===== src/rtl/hsv_core_pkg.sv =====
// Shared core package: CSR arbiter state encoding and requester indices.
package hsv_core_pkg;

    typedef enum logic {
        ARB_IDLE     = 1'b0,
        ARB_WAIT_ACK = 1'b1
    } ctrlstatus_arb_state_t;

    // Requester indices into the packed m_* vectors.
    localparam logic ARB_REQ_PIPE = 1'b0;
    localparam logic ARB_REQ_DBG  = 1'b1;

endpackage


===== src/rtl/hsv_core_ctrlstatus_arbiter_if.sv =====
// CSR register-block cpuif bus. The arbiter is the master; the register block is the slave.
interface hsv_core_ctrlstatus_arbiter_if #(
    parameter int ADDR_WIDTH = 16,
    parameter int DATA_WIDTH = 32
) ();
    logic                  req;
    logic                  req_is_wr;
    logic [ADDR_WIDTH-1:0] addr;
    logic [DATA_WIDTH-1:0] wr_data;
    logic [DATA_WIDTH-1:0] wr_biten;
    logic                  req_stall_wr;
    logic                  req_stall_rd;
    logic                  rd_ack;
    logic                  rd_err;
    logic [DATA_WIDTH-1:0] rd_data;
    logic                  wr_ack;
    logic                  wr_err;

    modport master (
        output req, req_is_wr, addr, wr_data, wr_biten,
        input  req_stall_wr, req_stall_rd, rd_ack, rd_err, rd_data, wr_ack, wr_err
    );

    modport slave (
        input  req, req_is_wr, addr, wr_data, wr_biten,
        output req_stall_wr, req_stall_rd, rd_ack, rd_err, rd_data, wr_ack, wr_err
    );
endinterface


===== src/rtl/hsv_core_ctrlstatus_arb_pick.sv =====
// Two-way requester picker: fixed priority to requester 0, or alternate on ties.
module hsv_core_ctrlstatus_arb_pick #(
    parameter int PIPE_PRIORITY = 1
) (
    input  logic [1:0] eligible,
    input  logic       last_owner,
    output logic       sel,
    output logic       any
);

    // Ties go to index 0 in priority mode, otherwise to whoever did not own last.
    always_comb begin
        any = |eligible;
        sel = ~eligible[0];
        if (PIPE_PRIORITY == 0 && eligible == 2'b11) begin
            sel = ~last_owner;
        end
    end

endmodule


===== src/rtl/hsv_core_ctrlstatus_arbiter.sv =====
// Shares the CSR cpuif port between the pipeline (index 0) and debug (index 1)
// requesters, one transaction outstanding at a time, and takes part in the
// global flush handshake.
// Optional ack watchdog: define HSV_CORE_CTRLSTATUS_ARB_TIMEOUT_EN.
//
// state        | meaning
// ARB_IDLE     | nothing outstanding; picked requester drives the bus
// ARB_WAIT_ACK | one transaction outstanding, waiting for its matching ack
module hsv_core_ctrlstatus_arbiter
    import hsv_core_pkg::*;
#(
    parameter int ADDR_WIDTH     = 16,
    parameter int DATA_WIDTH     = 32,
    parameter int PIPE_PRIORITY  = 1,
    parameter int TIMEOUT_CYCLES = 64
) (
    input  logic                    clk_core,
    input  logic                    rst_core,
    input  logic                    flush_req,
    output logic                    flush_ack,
    input  logic [1:0]              m_req,
    input  logic [1:0]              m_req_is_wr,
    input  logic [2*ADDR_WIDTH-1:0] m_addr,
    input  logic [2*DATA_WIDTH-1:0] m_wr_data,
    input  logic [2*DATA_WIDTH-1:0] m_wr_biten,
    output logic [1:0]              m_stall,
    output logic [1:0]              m_ack,
    output logic [1:0]              m_err,
    output logic [DATA_WIDTH-1:0]   m_rd_data,
    hsv_core_ctrlstatus_arbiter_if.master regs
);

    ctrlstatus_arb_state_t state;
    logic       owner;
    logic       owner_wr;
    logic       last_owner;
    logic [1:0] eligible;
    logic       sel;
    logic       any;
    logic       sel_wr;
    logic       idle;
    logic       waiting;
    logic       ds_stall;
    logic       accept;
    logic       cur_owner;
    logic       cur_wr;
    logic       ack_hit;
    logic       err_hit;
    logic       done_ack;
    logic       timeout;
    logic       resp;
    logic       pipe_busy;

    // A flush only holds off the pipeline; debug keeps being served.
    assign eligible = m_req & {1'b1, ~flush_req};

    hsv_core_ctrlstatus_arb_pick #(
        .PIPE_PRIORITY (PIPE_PRIORITY)
    ) u_pick (
        .eligible   (eligible),
        .last_owner (last_owner),
        .sel        (sel),
        .any        (any)
    );

    // Outputs are gated by reset so nothing leaks out while state is being cleared.
    assign idle    = (state == ARB_IDLE) && !rst_core;
    assign waiting = (state == ARB_WAIT_ACK) && !rst_core;

    assign sel_wr         = m_req_is_wr[sel];
    assign regs.req       = idle && any;
    assign regs.req_is_wr = sel_wr;
    assign regs.addr      = sel ? m_addr[2*ADDR_WIDTH-1:ADDR_WIDTH] : m_addr[ADDR_WIDTH-1:0];
    assign regs.wr_data   = sel ? m_wr_data[2*DATA_WIDTH-1:DATA_WIDTH] : m_wr_data[DATA_WIDTH-1:0];
    assign regs.wr_biten  = sel ? m_wr_biten[2*DATA_WIDTH-1:DATA_WIDTH] : m_wr_biten[DATA_WIDTH-1:0];

    assign ds_stall = sel_wr ? regs.req_stall_wr : regs.req_stall_rd;
    assign accept   = regs.req && !ds_stall;

    // The transaction being answered is either the one accepted right now or the one owned.
    assign cur_owner = accept ? sel : owner;
    assign cur_wr    = accept ? sel_wr : owner_wr;
    assign ack_hit   = cur_wr ? regs.wr_ack : regs.rd_ack;
    assign err_hit   = cur_wr ? regs.wr_err : regs.rd_err;
    assign done_ack  = (accept || waiting) && ack_hit;
    assign resp      = done_ack || timeout;

    assign pipe_busy = (waiting && owner == ARB_REQ_PIPE) || (accept && sel == ARB_REQ_PIPE);

`ifdef HSV_CORE_CTRLSTATUS_ARB_TIMEOUT_EN
    localparam int TO_W = $clog2(TIMEOUT_CYCLES + 1);
    logic [TO_W-1:0] to_cnt;

    // to_cnt counts completed WAIT_ACK cycles; the watchdog fires on the cycle that reaches the limit.
    assign timeout = waiting && !ack_hit && (TO_W'(to_cnt + 1'b1) == TO_W'(TIMEOUT_CYCLES));

    // Watchdog counter: cleared on acceptance, advances while waiting.
    always_ff @(posedge clk_core) begin
        if (rst_core || accept) begin
            to_cnt <= '0;
        end else if (waiting) begin
            to_cnt <= to_cnt + 1'b1;
        end
    end
`else
    // Watchdog compiled out: WAIT_ACK waits for the matching ack indefinitely.
    assign timeout = (TIMEOUT_CYCLES < 0) && 1'b0;
`endif

    // Per-requester stall, and the response routed back to the transaction owner.
    always_comb begin
        m_stall   = m_req;
        m_ack     = '0;
        m_err     = '0;
        m_rd_data = '0;
        if (accept) begin
            m_stall[sel] = 1'b0;
        end
        if (resp) begin
            m_ack[cur_owner] = 1'b1;
            m_err[cur_owner] = done_ack ? err_hit : 1'b1;
            if (done_ack && !cur_wr) begin
                m_rd_data = regs.rd_data;
            end
        end
    end

    // Arbiter FSM, owner tracking and registered flush acknowledge.
    always_ff @(posedge clk_core) begin
        if (rst_core) begin
            state      <= ARB_IDLE;
            owner      <= ARB_REQ_PIPE;
            owner_wr   <= 1'b0;
            last_owner <= ARB_REQ_DBG;
            flush_ack  <= 1'b0;
        end else begin
            flush_ack <= flush_req && !pipe_busy;
            case (state)
                ARB_IDLE: begin
                    if (accept) begin
                        owner    <= sel;
                        owner_wr <= sel_wr;
                        if (ack_hit) begin
                            last_owner <= sel;
                        end else begin
                            state <= ARB_WAIT_ACK;
                        end
                    end
                end
                ARB_WAIT_ACK: begin
                    if (resp) begin
                        last_owner <= owner;
                        state      <= ARB_IDLE;
                    end
                end
                default: state <= ARB_IDLE;
            endcase
        end
    end

endmodule

===== src/flat_wrapper.sv =====
// flat-port wrapper written by rule: the top's interface ports become plain ports
module hsv_core_ctrlstatus_arbiter_flat import hsv_core_pkg::*;
#(
    parameter int ADDR_WIDTH     = 16,
    parameter int DATA_WIDTH     = 32,
    parameter int PIPE_PRIORITY  = 1,
    parameter int TIMEOUT_CYCLES = 64
)
  (clk_core, rst_core, flush_req, flush_ack, m_req, m_req_is_wr, m_addr, m_wr_data, m_wr_biten, m_stall, m_ack, m_err, m_rd_data, regs_req, regs_req_is_wr, regs_addr, regs_wr_data, regs_wr_biten, regs_req_stall_wr, regs_req_stall_rd, regs_rd_ack, regs_rd_err, regs_rd_data, regs_wr_ack, regs_wr_err);
  hsv_core_ctrlstatus_arbiter_if #(.ADDR_WIDTH(ADDR_WIDTH), .DATA_WIDTH(DATA_WIDTH)) regs_i ();
  input  logic clk_core;
  input  logic rst_core;
  input  logic flush_req;
  output logic flush_ack;
  input  logic [1:0] m_req;
  input  logic [1:0] m_req_is_wr;
  input  logic [2*ADDR_WIDTH-1:0] m_addr;
  input  logic [2*DATA_WIDTH-1:0] m_wr_data;
  input  logic [2*DATA_WIDTH-1:0] m_wr_biten;
  output logic [1:0] m_stall;
  output logic [1:0] m_ack;
  output logic [1:0] m_err;
  output logic [DATA_WIDTH-1:0] m_rd_data;
  output wire logic [$bits(regs_i.req)-1:0] regs_req;
  output wire logic [$bits(regs_i.req_is_wr)-1:0] regs_req_is_wr;
  output wire logic [$bits(regs_i.addr)-1:0] regs_addr;
  output wire logic [$bits(regs_i.wr_data)-1:0] regs_wr_data;
  output wire logic [$bits(regs_i.wr_biten)-1:0] regs_wr_biten;
  input wire logic [$bits(regs_i.req_stall_wr)-1:0] regs_req_stall_wr;
  input wire logic [$bits(regs_i.req_stall_rd)-1:0] regs_req_stall_rd;
  input wire logic [$bits(regs_i.rd_ack)-1:0] regs_rd_ack;
  input wire logic [$bits(regs_i.rd_err)-1:0] regs_rd_err;
  input wire logic [$bits(regs_i.rd_data)-1:0] regs_rd_data;
  input wire logic [$bits(regs_i.wr_ack)-1:0] regs_wr_ack;
  input wire logic [$bits(regs_i.wr_err)-1:0] regs_wr_err;
  assign regs_req = regs_i.req;
  assign regs_req_is_wr = regs_i.req_is_wr;
  assign regs_addr = regs_i.addr;
  assign regs_wr_data = regs_i.wr_data;
  assign regs_wr_biten = regs_i.wr_biten;
  assign regs_i.req_stall_wr = regs_req_stall_wr;
  assign regs_i.req_stall_rd = regs_req_stall_rd;
  assign regs_i.rd_ack = regs_rd_ack;
  assign regs_i.rd_err = regs_rd_err;
  assign regs_i.rd_data = regs_rd_data;
  assign regs_i.wr_ack = regs_wr_ack;
  assign regs_i.wr_err = regs_wr_err;
  hsv_core_ctrlstatus_arbiter #(.ADDR_WIDTH(ADDR_WIDTH), .DATA_WIDTH(DATA_WIDTH), .PIPE_PRIORITY(PIPE_PRIORITY), .TIMEOUT_CYCLES(TIMEOUT_CYCLES)) u_core (.clk_core(clk_core), .rst_core(rst_core), .flush_req(flush_req), .flush_ack(flush_ack), .m_req(m_req), .m_req_is_wr(m_req_is_wr), .m_addr(m_addr), .m_wr_data(m_wr_data), .m_wr_biten(m_wr_biten), .m_stall(m_stall), .m_ack(m_ack), .m_err(m_err), .m_rd_data(m_rd_data), .regs(regs_i));
endmodule

===== config.mk =====
export PLATFORM = sky130hd
export DESIGN_NAME = hsv_core_ctrlstatus_arbiter_flat
export DESIGN_NICKNAME = d
export VERILOG_FILES = /design/src/rtl/hsv_core_pkg.sv /design/src/rtl/hsv_core_ctrlstatus_arbiter_if.sv /design/src/rtl/hsv_core_ctrlstatus_arb_pick.sv /design/src/rtl/hsv_core_ctrlstatus_arbiter.sv /design/src/flat_wrapper.sv
export SDC_FILE = /design/constraint.sdc
export NUM_CORES = 1
export LEC_CHECK = 0
export CAP_MARGIN = 10
export CORE_AREA = 2 2 127 129
export CTS_BUF_LIST = sky130_fd_sc_hd__clkbuf_8
export DETAILED_ROUTE_END_ITERATION = 8
export DIE_AREA = 0 0 129 131
export PLACE_DENSITY = 0.6
export SYNTH_ARGS = -nofsm -noshare
export SYNTH_HDL_FRONTEND = slang
export SYNTH_SLANG_ARGS = --single-unit

===== constraint.sdc =====
create_clock -name clk_core -period 3.95 [get_ports clk_core]
set_input_delay 0.395 -clock clk_core [delete_from_list [all_inputs] [get_ports clk_core]]
set_output_delay 0.395 -clock clk_core [all_outputs]
set_load 0.02 [all_outputs]

**After elaboration in Yosys (flattened, before gate mapping)**

Cells that the tools add are included.

- Flip-flop bits (word level): 4
- Logic and storage cells: 58

- Order comparisons: 4
- Mux-type cells: 24
- Bitwise operators: 8
- Reduce and logical (&&, ||, !) cells: 18

Operator list:

| operator | count |
|---|---|
| $mux W32 | 4 |
| $mux W16 | 1 |
| $mux W1 | 13 |
| $logic_and A1 B1 Y1 | 11 |
| $and A2 B2 Y2 | 3 |
| $mux W2 | 3 |
| $logic_not A1 Y1 | 4 |
| $lt A1 B2 Y1 const B | 2 |
| $not A1 Y1 | 4 |
| $demux W1 S1 | 2 |
| $ge A1 B1 Y1 const B | 2 |
| $logic_or A1 B1 Y1 | 2 |
| $not A2 Y2 | 1 |
| $pmux W1 S2 | 1 |
| $reduce_or A2 Y1 | 1 |

**Depth between registers and ports, before layout**

- Depth after elaboration: 15
- Depth in mapped cells: 7
- Depth with buffers taken out: 6

**Cells and area by module**

A second synthesis with hierarchy kept.

- Cells, all modules: 172
- Area, all modules: 1566.5 sq um

By module, submodules not included:

| module | times used | cells each | area each (sq um) | seq. area each (sq um) |
|---|---|---|---|---|
| hsv_core_ctrlstatus_arbiter | 1 | 170 | 1556.5 | 100.1 |
| hsv_core_ctrlstatus_arb_pick | 1 | 2 | 10.0 | 0.0 |

**Worst setup path before layout**

Ideal clock, no wire load.

- Path kind: in2out
- From: input m_req[0]
- To: output m_rd_data[10]
- Arrival time: 2.017 ns
- Data required time: 3.555 ns
- Setup slack: 1.538 ns
- Stages: 7
- Path buffers: 1
- Cells stage by stage: nor2b_2 -> mux2i_2 -> inv_2 -> o31a_1 -> nor4b_4 -> buf_6 -> and2_1

- Word-level cells in the longest chain between the ends: 12
- Elaborated cells on any way between the ends: 16
- Those cells by class: mux: 7; bitwise: 1; reduce/logical: 8

RTL lines:

| item | RTL line | source |
|---|---|---|
| from (decl) | flat_wrapper.sv:15 | `input logic [1:0] m_req;` |
| $and A2 B2 Y2 * | hsv_core_ctrlstatus_arbiter.sv:55 | `assign eligible = m_req & {1'b1, ~flush_req};` |
| $mux W1 (not written as such) * (2 in series) | hsv_core_ctrlstatus_arbiter.sv:70 | `assign sel_wr = m_req_is_wr[sel];` |
| named net regs_req_is_wr | flat_wrapper.sv:25 | `output wire logic [$bits(regs_i.req_is_wr)-1:0] regs_req_is_wr;` |
| $mux W1 | hsv_core_ctrlstatus_arbiter.sv:77 | `assign ds_stall = sel_wr ? regs.req_stall_wr : regs.req_stall_rd;` |
| $logic_not A1 Y1 | hsv_core_ctrlstatus_arbiter.sv:78 | `assign accept = regs.req && !ds_stall;` |
| $logic_and A1 B1 Y1 | hsv_core_ctrlstatus_arbiter.sv:78 |  |
| $mux W1 | hsv_core_ctrlstatus_arbiter.sv:82 | `assign cur_wr = accept ? sel_wr : owner_wr;` |
| $mux W1 | hsv_core_ctrlstatus_arbiter.sv:83 | `assign ack_hit = cur_wr ? regs.wr_ack : regs.rd_ack;` |
| $logic_and A1 B1 Y1 | hsv_core_ctrlstatus_arbiter.sv:85 | `assign done_ack = (accept \|\| waiting) && ack_hit;` |
| $logic_and A1 B1 Y1 | hsv_core_ctrlstatus_arbiter.sv:122 | `if (done_ack && !cur_wr) begin` |
| $mux W32 | hsv_core_ctrlstatus_arbiter.sv:122 |  |
| $mux W32 * | hsv_core_ctrlstatus_arbiter.sv:119 | `if (resp) begin` |
| to (decl) | flat_wrapper.sv:23 | `output logic [DATA_WIDTH-1:0] m_rd_data;` |

Mark *: on every way through the listed nets, which the timed path passes. The rest lies on a longest branch. The select of a mux whose other input is x is not followed.

**Worst setup path after layout**

- From: input m_req[0]
- To: output m_rd_data[21]

- Word-level cells in the longest chain between the ends: 12
- Elaborated cells on any way between the ends: 16
- Those cells by class: mux: 7; bitwise: 1; reduce/logical: 8

RTL lines:

| item | RTL line |
|---|---|
| $and A2 B2 Y2 * | hsv_core_ctrlstatus_arbiter.sv:55 |
| $mux W1 (not written as such) (2 in series) | hsv_core_ctrlstatus_arbiter.sv:70 |
| $mux W1 | hsv_core_ctrlstatus_arbiter.sv:77 |
| $logic_not A1 Y1 | hsv_core_ctrlstatus_arbiter.sv:78 |
| $logic_and A1 B1 Y1 | hsv_core_ctrlstatus_arbiter.sv:78 |
| $mux W1 | hsv_core_ctrlstatus_arbiter.sv:82 |
| $mux W1 | hsv_core_ctrlstatus_arbiter.sv:83 |
| $logic_and A1 B1 Y1 | hsv_core_ctrlstatus_arbiter.sv:85 |
| $logic_and A1 B1 Y1 | hsv_core_ctrlstatus_arbiter.sv:122 |
| $mux W32 | hsv_core_ctrlstatus_arbiter.sv:122 |
| $mux W32 * | hsv_core_ctrlstatus_arbiter.sv:119 |

Every way passes the cells marked *; elsewhere a longest branch is shown, timed or not. The select of a mux whose other input is x is not followed.

==> key figures <==
STA
  • PnR worst setup slack: 457 ps
  • Time the worst path needs with I/O delays and setup: 3490 ps
  • Unrepaired setup endpoints after global routing: false
  • Fin Hold WS: 537 ps
  • Finish-stage setup viols: 0
  • Final Hold Vio Count: 0
  • Transition time of the tightest slew-check pin: 594 ps
  • Final worst-path cycle share: 0.884
  • Clock Skew: 1.81 ps
  • Upper clock frequency limit: 286 MHz
  • Fin Setup TNS: 0 ps
  • Remaining max-slew budget at the tightest pin: 0.601
  • Final Max Tran Viols: 0

Min path
  • Type of the worst min-delay path: register to register

Synth
  • Sequential area share after synthesis: 0.0510
  • Share of synthesized registers carrying an async set or reset: 0
  • Largest area contributor in the netlist: sky130_fd_sc_hd__nand2_1
  • Net count of the mapped netlist: 546
  • Mapped cell area: 0.00157 mm²
  • Count of yosys warnings during synthesis: 0
  • Leading cell types by count after synthesis: sky130_fd_sc_hd__nand2_1 (241), sky130_fd_sc_hd__and2_1 (35), sky130_fd_sc_hd__clkbuf_1 (18), sky130_fd_sc_hd__nor3_1 (6)
  • Most frequent cell after synthesis: sky130_fd_sc_hd__nand2_1
  • Post-synth top area share: 0.576
  • Post-synth cell types: 30
  • Predominant post-synthesis flop cell: sky130_fd_sc_hd__dfxtp_1
  • Register bit total from synthesis: 4
  • Number of flops mapped to enable cells by yosys: 0
  • Most area-consuming cells after synthesis: sky130_fd_sc_hd__nand2_1 (58%), sky130_fd_sc_hd__and2_1 (14%), sky130_fd_sc_hd__dfxtp_1 (5.1%), sky130_fd_sc_hd__clkbuf_1 (4.3%), sky130_fd_sc_hd__buf_6 (2.1%)
  • Mean post-synth cell area: 4.61 µm²
  • Syn Inst Count: 341

Run
  • Max Cap Viol: 0

Final layout
  • Antenna cell count: 0
  • Nets: 861
  • Signed area change from the synthesized netlist to the final layout: 224%
  • Non-filler instance count after layout: 870
  • Fraction of final layout cells sized beyond drive strength 1: 0.0229
  • Filler Cell Count: 1649
  • Fin area: 0.00509 mm²

Die
  • Cell row count: 46
  • DIE AREA: 0.0169 mm²
  • Floorplan Core Area: 0.0156 mm²
  • Starting density of the core: 0.101
  • Top-Level Pins: 326
  • Die height: 131 µm
  • Die X: 129 µm

Clocking
  • Post-CTS Resized: 0
  • Number of clock sinks: 4
  • Clock transition at the registers of the reported paths: 30 ps
  • H-tree level count: 1
  • Maximum root-to-sink buffer count: 2
  • Root buffer cell: sky130_fd_sc_hd__clkbuf_8
  • Clock tree from TritonCTS: done
  • Post-CTS Hold Buffers: 0
  • Number of buffers created by CTS: 3
  • Skew-Pair Late Insertion Delay: 220 ps
  • Number of setup buffers added after CTS: 0

Critical path
  • Worst flop-to-flop path startpoint: u_core.state
  • Largest fanout of any net on the critical path: 20
  • Register-to-Register Path Depth: 5
  • CP endpoint: m_rd_data[21]
  • Kind of start point of the critical path: input port
  • Required time worst endpoint: 3560 ps
  • Critical path class: input port to primary output
  • Data arrival time of the critical path: 3100 ps
  • Setup crit end kind: primary output
  • Critical path origin: m_req[0]
  • Reg-to-reg endpoint: u_core.state
  • Flop2flop setup slack: 2320 ps

Detailed routing
  • Post-route DRC: 0
  • Average wire per standard cell: 11.2 µm
  • Via density per instance: 3.63
  • Detailed-router iteration count before antenna repair: 4
  • First-iteration detailed-routing DRC count: 75
  • Antenna-violating nets left: 0
  • Vias: 3156
  • Drt total wl: 9.74 mm

Placed design
  • Post-place setup slack: 422 ps
  • Placed wire-length estimate after detailed placement: 8.26 mm
  • Instance area at placement: 0.00505 mm²
  • Weighted congestion reported at the end of routability-driven placement: 0.758
  • Port bufs: 325
  • Post-placement cell count: 867

Power and ir drop
  • Worst IR drop on VDD: 0.0000746 V
  • Leakage power summed over all cells: 2.22 nW
  • Cell area power density: 148 mW/mm²

GRT
  • Antenna violations before repair: 0
  • Global-route wire length before repair: 13.9 mm
  • Maximum number of pins on one net before global-route repair: 52
  • Overflow left after global routing: 0
  • Number of global-route vias before repair: 2810
  • Overall global routing resource usage: 0.0995

Run status
  • Result of the run: finished, final reports clean
metal layers:
metal,part of all wire,global-route usage,up-vias
met1,0.40,0.119,1320
met4,0,0.00192,0
met5,0,0,-
met3,0.097,0.0289,0
met2,0.51,0.187,164
li1,-,-,1672
area by class of cell:
class                   count  area (µm²)  area share
well taps                 216         270      0.0531
multi-input cells         313        1390       0.273
inverters                   3        11.3     0.00221
clock buffers               3        41.3     0.00812
repair buffers            331        3300       0.648
flip-flops and latches      4        80.1      0.0157
flip-flops by register name, indices dropped and copies added (netlist names):
signal,flops
u_core.flush_ack,1
u_core.owner,1
u_core.owner_wr,1
u_core.state,1
cell families (layout without fill, tap and decap cells):
group / Yosys count / count (layout) / synth area share
flip-flops: 4 / 4 / 0.0510
AND/OR/NAND/NOR: 295 / 295 / 0.795
buffers and inverters: 24 / 337 / 0.0717
AO/OA/AOI/OAI: 17 / 17 / 0.0732
multiplexers: 1 / 1 / 0.00876
worst min-delay path by stage:
stage | slack [ps] | start | cells past startpoint | endpoint
after CTS | 530 | u_core.owner_wr | 2 | u_core.owner_wr
after global routing | 570 | u_core.owner | 2 | u_core.owner
after global placement | 530 | u_core.owner_wr | 2 | u_core.owner_wr
final | 540 | u_core.owner_wr | 2 | u_core.owner_wr
after floorplan | 460 | rst_core | 1 | u_core.owner_wr
after detailed placement | 520 | u_core.owner_wr | 2 | u_core.owner_wr
critical path, cell delays in order:
cell,delay [ps]
sky130_fd_sc_hd__clkdlybuf4s50_1,520
sky130_fd_sc_hd__nor2b_4,230
sky130_fd_sc_hd__mux2i_2,290
sky130_fd_sc_hd__inv_2,80
sky130_fd_sc_hd__o31a_1,300
sky130_fd_sc_hd__nor4b_4,290
sky130_fd_sc_hd__buf_4,240
sky130_fd_sc_hd__and2_1,150
sky130_fd_sc_hd__clkdlybuf4s50_1,600
layout by cell type, fill, tap and decap left out, types with 3 or more instances in the layout:
cell / synthesis / layout
sky130_fd_sc_hd__a31oi_1: 4 / 4
sky130_fd_sc_hd__and2_1: 35 / 35
sky130_fd_sc_hd__nor3_1: 6 / 6
sky130_fd_sc_hd__nor2_1: 3 / 3
sky130_fd_sc_hd__clkbuf_8: 0 / 3
sky130_fd_sc_hd__dfxtp_1: 4 / 4
sky130_fd_sc_hd__nand2_1: 241 / 241
sky130_fd_sc_hd__clkdlybuf4s50_1: 0 / 325
sky130_fd_sc_hd__buf_4: 0 / 6
stage by stage:
step / utilization / power, mW
2_1_floorplan: - / 0.280
3_3_place_gp: 0.324 / 0.675
3_5_place_dp: 0.324 / 0.672
4_1_cts: 0.326 / 0.763
5_1_grt: 0.326 / 0.807
6_report: 0.326 / 0.755
where the power goes:
group | switching, mW | total (mW) | internal [mW] | leakage [nW]
Combinational | 0.259 | 0.623 | 0.364 | 2.16
Clock | 0.0217 | 0.0867 | 0.0650 | 0.0216
Sequential | 0.00172 | 0.0453 | 0.0436 | 0.0329
Total | 0.283 | 0.755 | 0.472 | 2.22
No activity file was read; power rests on OpenSTA's default activity.
